### src/rtl/spi_master_word_if.sv
// CPU-side register-file bus of the word-wide SPI master: load strobe, ready flags
// and the received word with its completion pulse.
interface spi_master_word_if #(
   parameter int WIDTH = 32
);
   logic             transmit_ready_MOSI;
   logic             transmit_ready_MISO;
   logic [WIDTH-1:0] MOSI_data;
   logic             data_transmit_valid;
   logic [WIDTH-1:0] MISO_data;
   logic             data_in_valid;

   // Register-file side: issues words and collects results
   modport master (
      input  transmit_ready_MOSI,
      input  transmit_ready_MISO,
      input  MISO_data,
      input  data_in_valid,
      output MOSI_data,
      output data_transmit_valid
   );

   // SPI engine side
   modport slave (
      output transmit_ready_MOSI,
      output transmit_ready_MISO,
      output MISO_data,
      output data_in_valid,
      input  MOSI_data,
      input  data_transmit_valid
   );
endinterface

### src/rtl/spi_master_word.sv
// Full-duplex SPI master, mode 0, MSB first: shifts one WIDTH-bit word out on MOSI_out
// while capturing one word from MISO_in, with spi_clk divided down from clk.
module spi_master_word #(
   parameter int WIDTH   = 32,
   parameter int CLK_DIV = 2
) (
   input  logic             clk,
   input  logic             rst,
   spi_master_word_if.slave bus,
   input  logic             MISO_in,
   output logic             spi_clk,
   output logic             MOSI_out
);

   localparam int DIV_W = (CLK_DIV > 1) ? $clog2(CLK_DIV) : 1;
   localparam int BIT_W = (WIDTH > 1) ? $clog2(WIDTH) : 1;
   localparam logic [DIV_W-1:0] DIV_LAST = DIV_W'(CLK_DIV - 1);
   localparam logic [BIT_W-1:0] BIT_LAST = BIT_W'(WIDTH - 1);

   typedef enum logic {
      IDLE,
      SHIFT
   } state_t;

   state_t           state,    state_next;
   logic [WIDTH-1:0] tx_shift, tx_next;
   logic [WIDTH-1:0] rx_shift, rx_next;
   logic [WIDTH-1:0] rx_word,  rx_word_next;
   logic [DIV_W-1:0] div_cnt,  div_next;
   logic [BIT_W-1:0] bit_cnt,  bit_next;
   logic             sclk,     sclk_next;
   logic             mosi,     mosi_next;
   logic             done,     done_next;

   always_ff @(posedge clk or posedge rst) begin
      if (rst) begin
         state    <= IDLE;
         tx_shift <= '0;
         rx_shift <= '0;
         rx_word  <= '0;
         div_cnt  <= '0;
         bit_cnt  <= '0;
         sclk     <= 1'b0;
         mosi     <= 1'b0;
         done     <= 1'b0;
      end else begin
         state    <= state_next;
         tx_shift <= tx_next;
         rx_shift <= rx_next;
         rx_word  <= rx_word_next;
         div_cnt  <= div_next;
         bit_cnt  <= bit_next;
         sclk     <= sclk_next;
         mosi     <= mosi_next;
         done     <= done_next;
      end
   end

   // Each divider wrap is one spi_clk edge: rising samples MISO, falling advances MOSI,
   // and the falling edge after the last bit closes the transfer.
   always_comb begin
      state_next   = state;
      tx_next      = tx_shift;
      rx_next      = rx_shift;
      rx_word_next = rx_word;
      div_next     = div_cnt;
      bit_next     = bit_cnt;
      sclk_next    = sclk;
      mosi_next    = mosi;
      done_next    = 1'b0;
      case (state)
         IDLE: begin
            if (bus.data_transmit_valid) begin
               state_next = SHIFT;
               tx_next    = bus.MOSI_data;
               mosi_next  = bus.MOSI_data[WIDTH-1];
               rx_next    = '0;
               div_next   = '0;
               bit_next   = '0;
               sclk_next  = 1'b0;
            end
         end
         SHIFT: begin
            if (div_cnt == DIV_LAST) begin
               div_next = '0;
               if (!sclk) begin
                  sclk_next = 1'b1;
                  rx_next   = {rx_shift[WIDTH-2:0], MISO_in};
               end else if (bit_cnt == BIT_LAST) begin
                  sclk_next    = 1'b0;
                  mosi_next    = 1'b0;
                  rx_word_next = rx_shift;
                  done_next    = 1'b1;
                  state_next   = IDLE;
               end else begin
                  sclk_next = 1'b0;
                  tx_next   = tx_shift << 1;
                  mosi_next = tx_shift[WIDTH-2];
                  bit_next  = bit_cnt + 1'b1;
               end
            end else begin
               div_next = div_cnt + 1'b1;
            end
         end
         default: state_next = IDLE;
      endcase
   end

   assign bus.transmit_ready_MOSI = (state == IDLE);
   assign bus.transmit_ready_MISO = (state == IDLE);
   assign bus.MISO_data           = rx_word;
   assign bus.data_in_valid       = done;
   assign spi_clk                 = sclk;
   assign MOSI_out                = mosi;

endmodule

### src/flat_wrapper.sv
// flat-port wrapper written by rule: the top's interface ports become plain ports
module spi_master_word_flat 
#(
   parameter int WIDTH   = 32,
   parameter int CLK_DIV = 2
)
  (clk, rst, MISO_in, spi_clk, MOSI_out, bus_transmit_ready_MOSI, bus_transmit_ready_MISO, bus_MISO_data, bus_data_in_valid, bus_MOSI_data, bus_data_transmit_valid);
  spi_master_word_if #(.WIDTH(WIDTH)) bus_i ();
  input  logic clk;
  input  logic rst;
  input  logic MISO_in;
  output logic spi_clk;
  output logic MOSI_out;
  output wire logic [$bits(bus_i.transmit_ready_MOSI)-1:0] bus_transmit_ready_MOSI;
  output wire logic [$bits(bus_i.transmit_ready_MISO)-1:0] bus_transmit_ready_MISO;
  output wire logic [$bits(bus_i.MISO_data)-1:0] bus_MISO_data;
  output wire logic [$bits(bus_i.data_in_valid)-1:0] bus_data_in_valid;
  input wire logic [$bits(bus_i.MOSI_data)-1:0] bus_MOSI_data;
  input wire logic [$bits(bus_i.data_transmit_valid)-1:0] bus_data_transmit_valid;
  assign bus_transmit_ready_MOSI = bus_i.transmit_ready_MOSI;
  assign bus_transmit_ready_MISO = bus_i.transmit_ready_MISO;
  assign bus_MISO_data = bus_i.MISO_data;
  assign bus_data_in_valid = bus_i.data_in_valid;
  assign bus_i.MOSI_data = bus_MOSI_data;
  assign bus_i.data_transmit_valid = bus_data_transmit_valid;
  spi_master_word #(.WIDTH(WIDTH), .CLK_DIV(CLK_DIV)) u_core (.clk(clk), .rst(rst), .bus(bus_i), .MISO_in(MISO_in), .spi_clk(spi_clk), .MOSI_out(MOSI_out));
endmodule
### config.mk
export PLATFORM = sky130hd
export DESIGN_NAME = spi_master_word_flat
export DESIGN_NICKNAME = d
export VERILOG_FILES = /design/src/rtl/spi_master_word_if.sv /design/src/rtl/spi_master_word.sv /design/src/flat_wrapper.sv
export SDC_FILE = /design/constraint.sdc
export NUM_CORES = 1
export LEC_CHECK = 0
export CORE_MARGIN = 2
export CORE_UTILIZATION = 40
export DETAILED_ROUTE_END_ITERATION = 8
export PLACE_DENSITY = 0.74
export REMOVE_ABC_BUFFERS = 1
export SLEW_MARGIN = 10
export SYNTH_ARGS = -nofsm -noshare
export SYNTH_HDL_FRONTEND = slang
export SYNTH_SLANG_ARGS = --single-unit
### constraint.sdc
create_clock -name clk -period 4 [get_ports clk]
set_input_delay 0.6 -clock clk [delete_from_list [all_inputs] [get_ports clk]]
set_output_delay 0.6 -clock clk [all_outputs]
set_load 0.03 [all_outputs]
==> impl_metrics.csv <==
group,metric,value,unit
cells_and_area,fin_area,5430,um^2
floorplanning,die_area,11900,um^2
global_route,grtUsageTotal,0.164,
pwr,switchingPower,0.00134,W
synthesis,synth_seq_cells,105,
timing,slew_headroom,0.265,
flow_run,maxCapViolCount,0,
worst_hold_path,hp-class,"flop to flop",
clocking,hold_buffers,0,
setup_path,path_max_fanout,42,
place,io_buffer_count,72,
cells_and_area,insertedDiodeCount,0,
pwr,max-vdd-ir-drop,0.000279,V
clocking,clockBufferDepth,2,
floorplanning,die_height,109,um
timing,fin_skew,0.0113,ns
synthesis,synth_cell_types,29,
place,detailed_place_hpwl,5770,um
cells_and_area,final_layout_size_suffix_gt1_frac,0.0551,
floorplanning,rows,38,
global_route,grt_pass1_wl,15400,um
place,gp_congestion,0.790,
clocking,htreeDepth,3,
clocking,cts_setup_buffers,0,
setup_path,required,4.20,ns
pwr,p_sw_frac,0.378,
setup_path,endpoint_kind,"flop",
pwr,p_leak,2.80,nW
clocking,cts_root_buf,"clkbuf_8",
setup_path,path_cells,"ha_1, and3_1, ha_1, nand4b_1, buf_4, and2_1, o21ai_1",
pwr,power.internal,0.00222,W
cells_and_area,fillers,1002,
timing,fin_crit_sh,0.666,
global_route,grt_max_degree,66,
clocking,cts.reportedPaths.clkPinSlew,0.10,ns
routing,viasPerCell,5.10,
global_route,grt_antenna_before_repair,0,
timing,rsz0062_at_grt,"no",
clocking,cts.sinks,105,
synthesis,netlist_area,4410,um^2
timing,worst_hold_slack,0.482,ns
pwr,combPwrFrac,0.348,
outcome,run_status,"complete, no violations",
global_route,grt_pass1_vias,3245,
synthesis,synth_seq_area_share,0.595,
clocking,insertion_delay,0.36,ns
routing,wire_per_inst,13.5,um
cells_and_area,multiInputGateArea,1610,um^2
floorplanning,core-area,10800,um^2
cells_and_area,nets,559,
clocking,numCtsBuffers,9,
cells_and_area,register_area,2630,um^2
place,placed_area,5210,um^2
timing,worstMarginPinSlew,1.10,ns
pwr,clkPwrFrac,0.199,
routing,drt_iter0_drc,185,
routing,wl,8980,um
pwr,power_frac_seq,0.453,
setup_path,crit_path_max_incr_delay,0.90,ns
routing,drcViolationCount,0,
routing,ant_nets,0,
setup_path,arrival,2.86,ns
timing,setup_ws,1.34,ns
timing,drv_slew,0,
synthesis,synth_cells,465,
cells_and_area,area_growth,23.1,%
floorplanning,die_w,109,um
setup_path,cpMaxStageDelayCell,"and2_1",
synthesis,yosys_warnings,0,
setup_path,cp_common_cell,"ha_1",
global_route,grt_overflow,0,
routing,routed-via-count,3395,
clocking,cts_tree,"done",
floorplanning,initial_utilization,0.409,
timing,setup_violations,0,
place,preCtsSetupSlack,1.35,ns
timing,tns,0,ns
timing,fmaxAchievable,375,MHz
clocking,ctsResizeCount,0,
timing,finalHoldViolations,0,
setup_path,path_class,"flop to flop",
floorplanning,ioPinCount,73,
timing,post-route-min-period,2.66,ns
synthesis,syn_area_per_cell,9.49,um^2
setup_path,cp-start-kind,"flop",
cells_and_area,utilization,0.503,
pwr,power.density,656,nW/um^2
routing,dr.pass1.iters,5,
-- cells in the final DEF (no fill, tap or decap), drive strengths merged --
cell	instances
mux2i	30
nor2b	2
and2	1
inv	8
and3b	1
nand3	68
nand3b	2
mux2	1
nand4	1
o22ai	1
bufinv	1
o211ai	1
clkinvlp	1
a21oi	3
nand2	162
and3	1
nand2b	1
a22o	1
clkdlybuf4s50	72
or3	1
or4	1
nand4b	1
ha	2
clkbuf	12
xnor2	1
o21ai	36
buf	7
dfrtp	105
nor2	2
-- state kept, by name, summed over array words and instances (netlist names) --
register,count
u_core.MOSI_out,1
u_core.bit_cnt,5
u_core.bus.MISO_data,32
u_core.bus.data_in_valid,1
u_core.div_cnt,1
u_core.rx_shift,32
u_core.spi_clk,1
u_core.state,1
u_core.tx_shift,31
-- path summary, 6_finish.rpt --
check	startpoint	to	slack, ns	depth (start not counted)
hold / removal	u_core.bus.MISO_data[25]$_DFFE_PP0P_	u_core.bus.MISO_data[25]$_DFFE_PP0P_	0.48	2
max in group asynchronous	rst	u_core.state$_DFF_PP0_	2.47	3
min in group asynchronous	rst	u_core.bus.MISO_data[7]$_DFFE_PP0P_	0.69	2
setup / recovery	u_core.bit_cnt[0]$_DFFE_PP0P_	u_core.tx_shift[29]$_DFFE_PP0P_	1.34	7
setup reg to reg	u_core.bit_cnt[0]$_DFFE_PP0P_	u_core.tx_shift[29]$_DFFE_PP0P_	1.34	7
hold reg to reg	u_core.bus.MISO_data[25]$_DFFE_PP0P_	u_core.bus.MISO_data[25]$_DFFE_PP0P_	0.48	2
-- kinds of logic (layout without fill, tap and decap cells) --
family / Yosys count / after routing / synth area share
adders and majority gates: 2 / 2 / 0.00567
DFF: 105 / 105 / 0.595
muxes: 31 / 31 / 0.0706
AOI/OAI and AO/OA: 42 / 42 / 0.0493
xor gates and xnor gates: 1 / 1 / 0.00199
buffers and inverters: 40 / 101 / 0.0414
and+or+nand+nor: 244 / 244 / 0.236
-- Yosys cell counts --
master	count	area, um^2
or3_1	1	6.26
and2_1	1	6.26
buf_1	1	3.75
mux2i_1	30	300
xnor2_1	1	8.76
clkbuf_1	13	48.8
or4_1	1	7.51
and3_1	1	6.26
a22o_1	1	8.76
ha_1	2	25.0
buf_2	17	85.1
inv_1	4	15.0
nor2_1	2	7.51
o22ai_1	1	6.26
a21oi_1	3	15.0
nand4b_1	1	8.76
mux2_2	1	11.3
nand2b_1	1	6.26
nand3b_1	2	15.0
nand2_1	162	608
nand4_1	1	6.26
and3b_1	1	8.76
o21ai_1	36	180
inv_2	2	7.51
dfrtp_1	105	2630
nand3_1	68	340
o211ai_1	1	7.51
nor2b_1	2	12.5
buf_4	3	22.5
-- power groups by stage --
stage | sequential [W] | combinational, W | clock (W)
after floorplan | 0.00182 | 0.000557 | 0
after global placement | 0.00161 | 0.00121 | 0
after detailed placement | 0.00163 | 0.00125 | 0
after CTS | 0.00161 | 0.00125 | 0.000730
after global routing | 0.00165 | 0.00138 | 0.000776
final | 0.00161 | 0.00124 | 0.000709
-- per-stage QoR --
| step | total power, W | std cells |
|---|---|---|
| 2_1_floorplan | 0.00238 | 431 |
| 3_3_place_gp | 0.00282 | 650 |
| 3_5_place_dp | 0.00288 | 650 |
| 4_1_cts | 0.00359 | 666 |
| 5_1_grt | 0.00381 | 666 |
| 6_report | 0.00356 | 666 |
-- cell type report --
class                   instances  area share
clock buffers                  12      0.0304
multi-input cells             320       0.296
flip-flops and latches        105       0.484
inverters                       6     0.00461
well taps                     140      0.0323
repair buffers                 79       0.142
clock inverters                 4      0.0106
-- metal layers --
metal	vias up	track usage	wire length [um]
met4	0	0.0549	103
met2	108	0.259	4150
met3	10	0.0299	485
met5	-	0	0
met1	1633	0.230	4240
li1	1644	-	-
-- worst max-delay path: cells and delay by family, from the launching register on --
kind	cells	cell delay [ns]
compound gates	1	0.18
simple gates	3	1.18
fa+ha+maj	2	0.35
buf+inv	1	0.38
flops	1	0.41
Power figures use the tool's default switching activity.
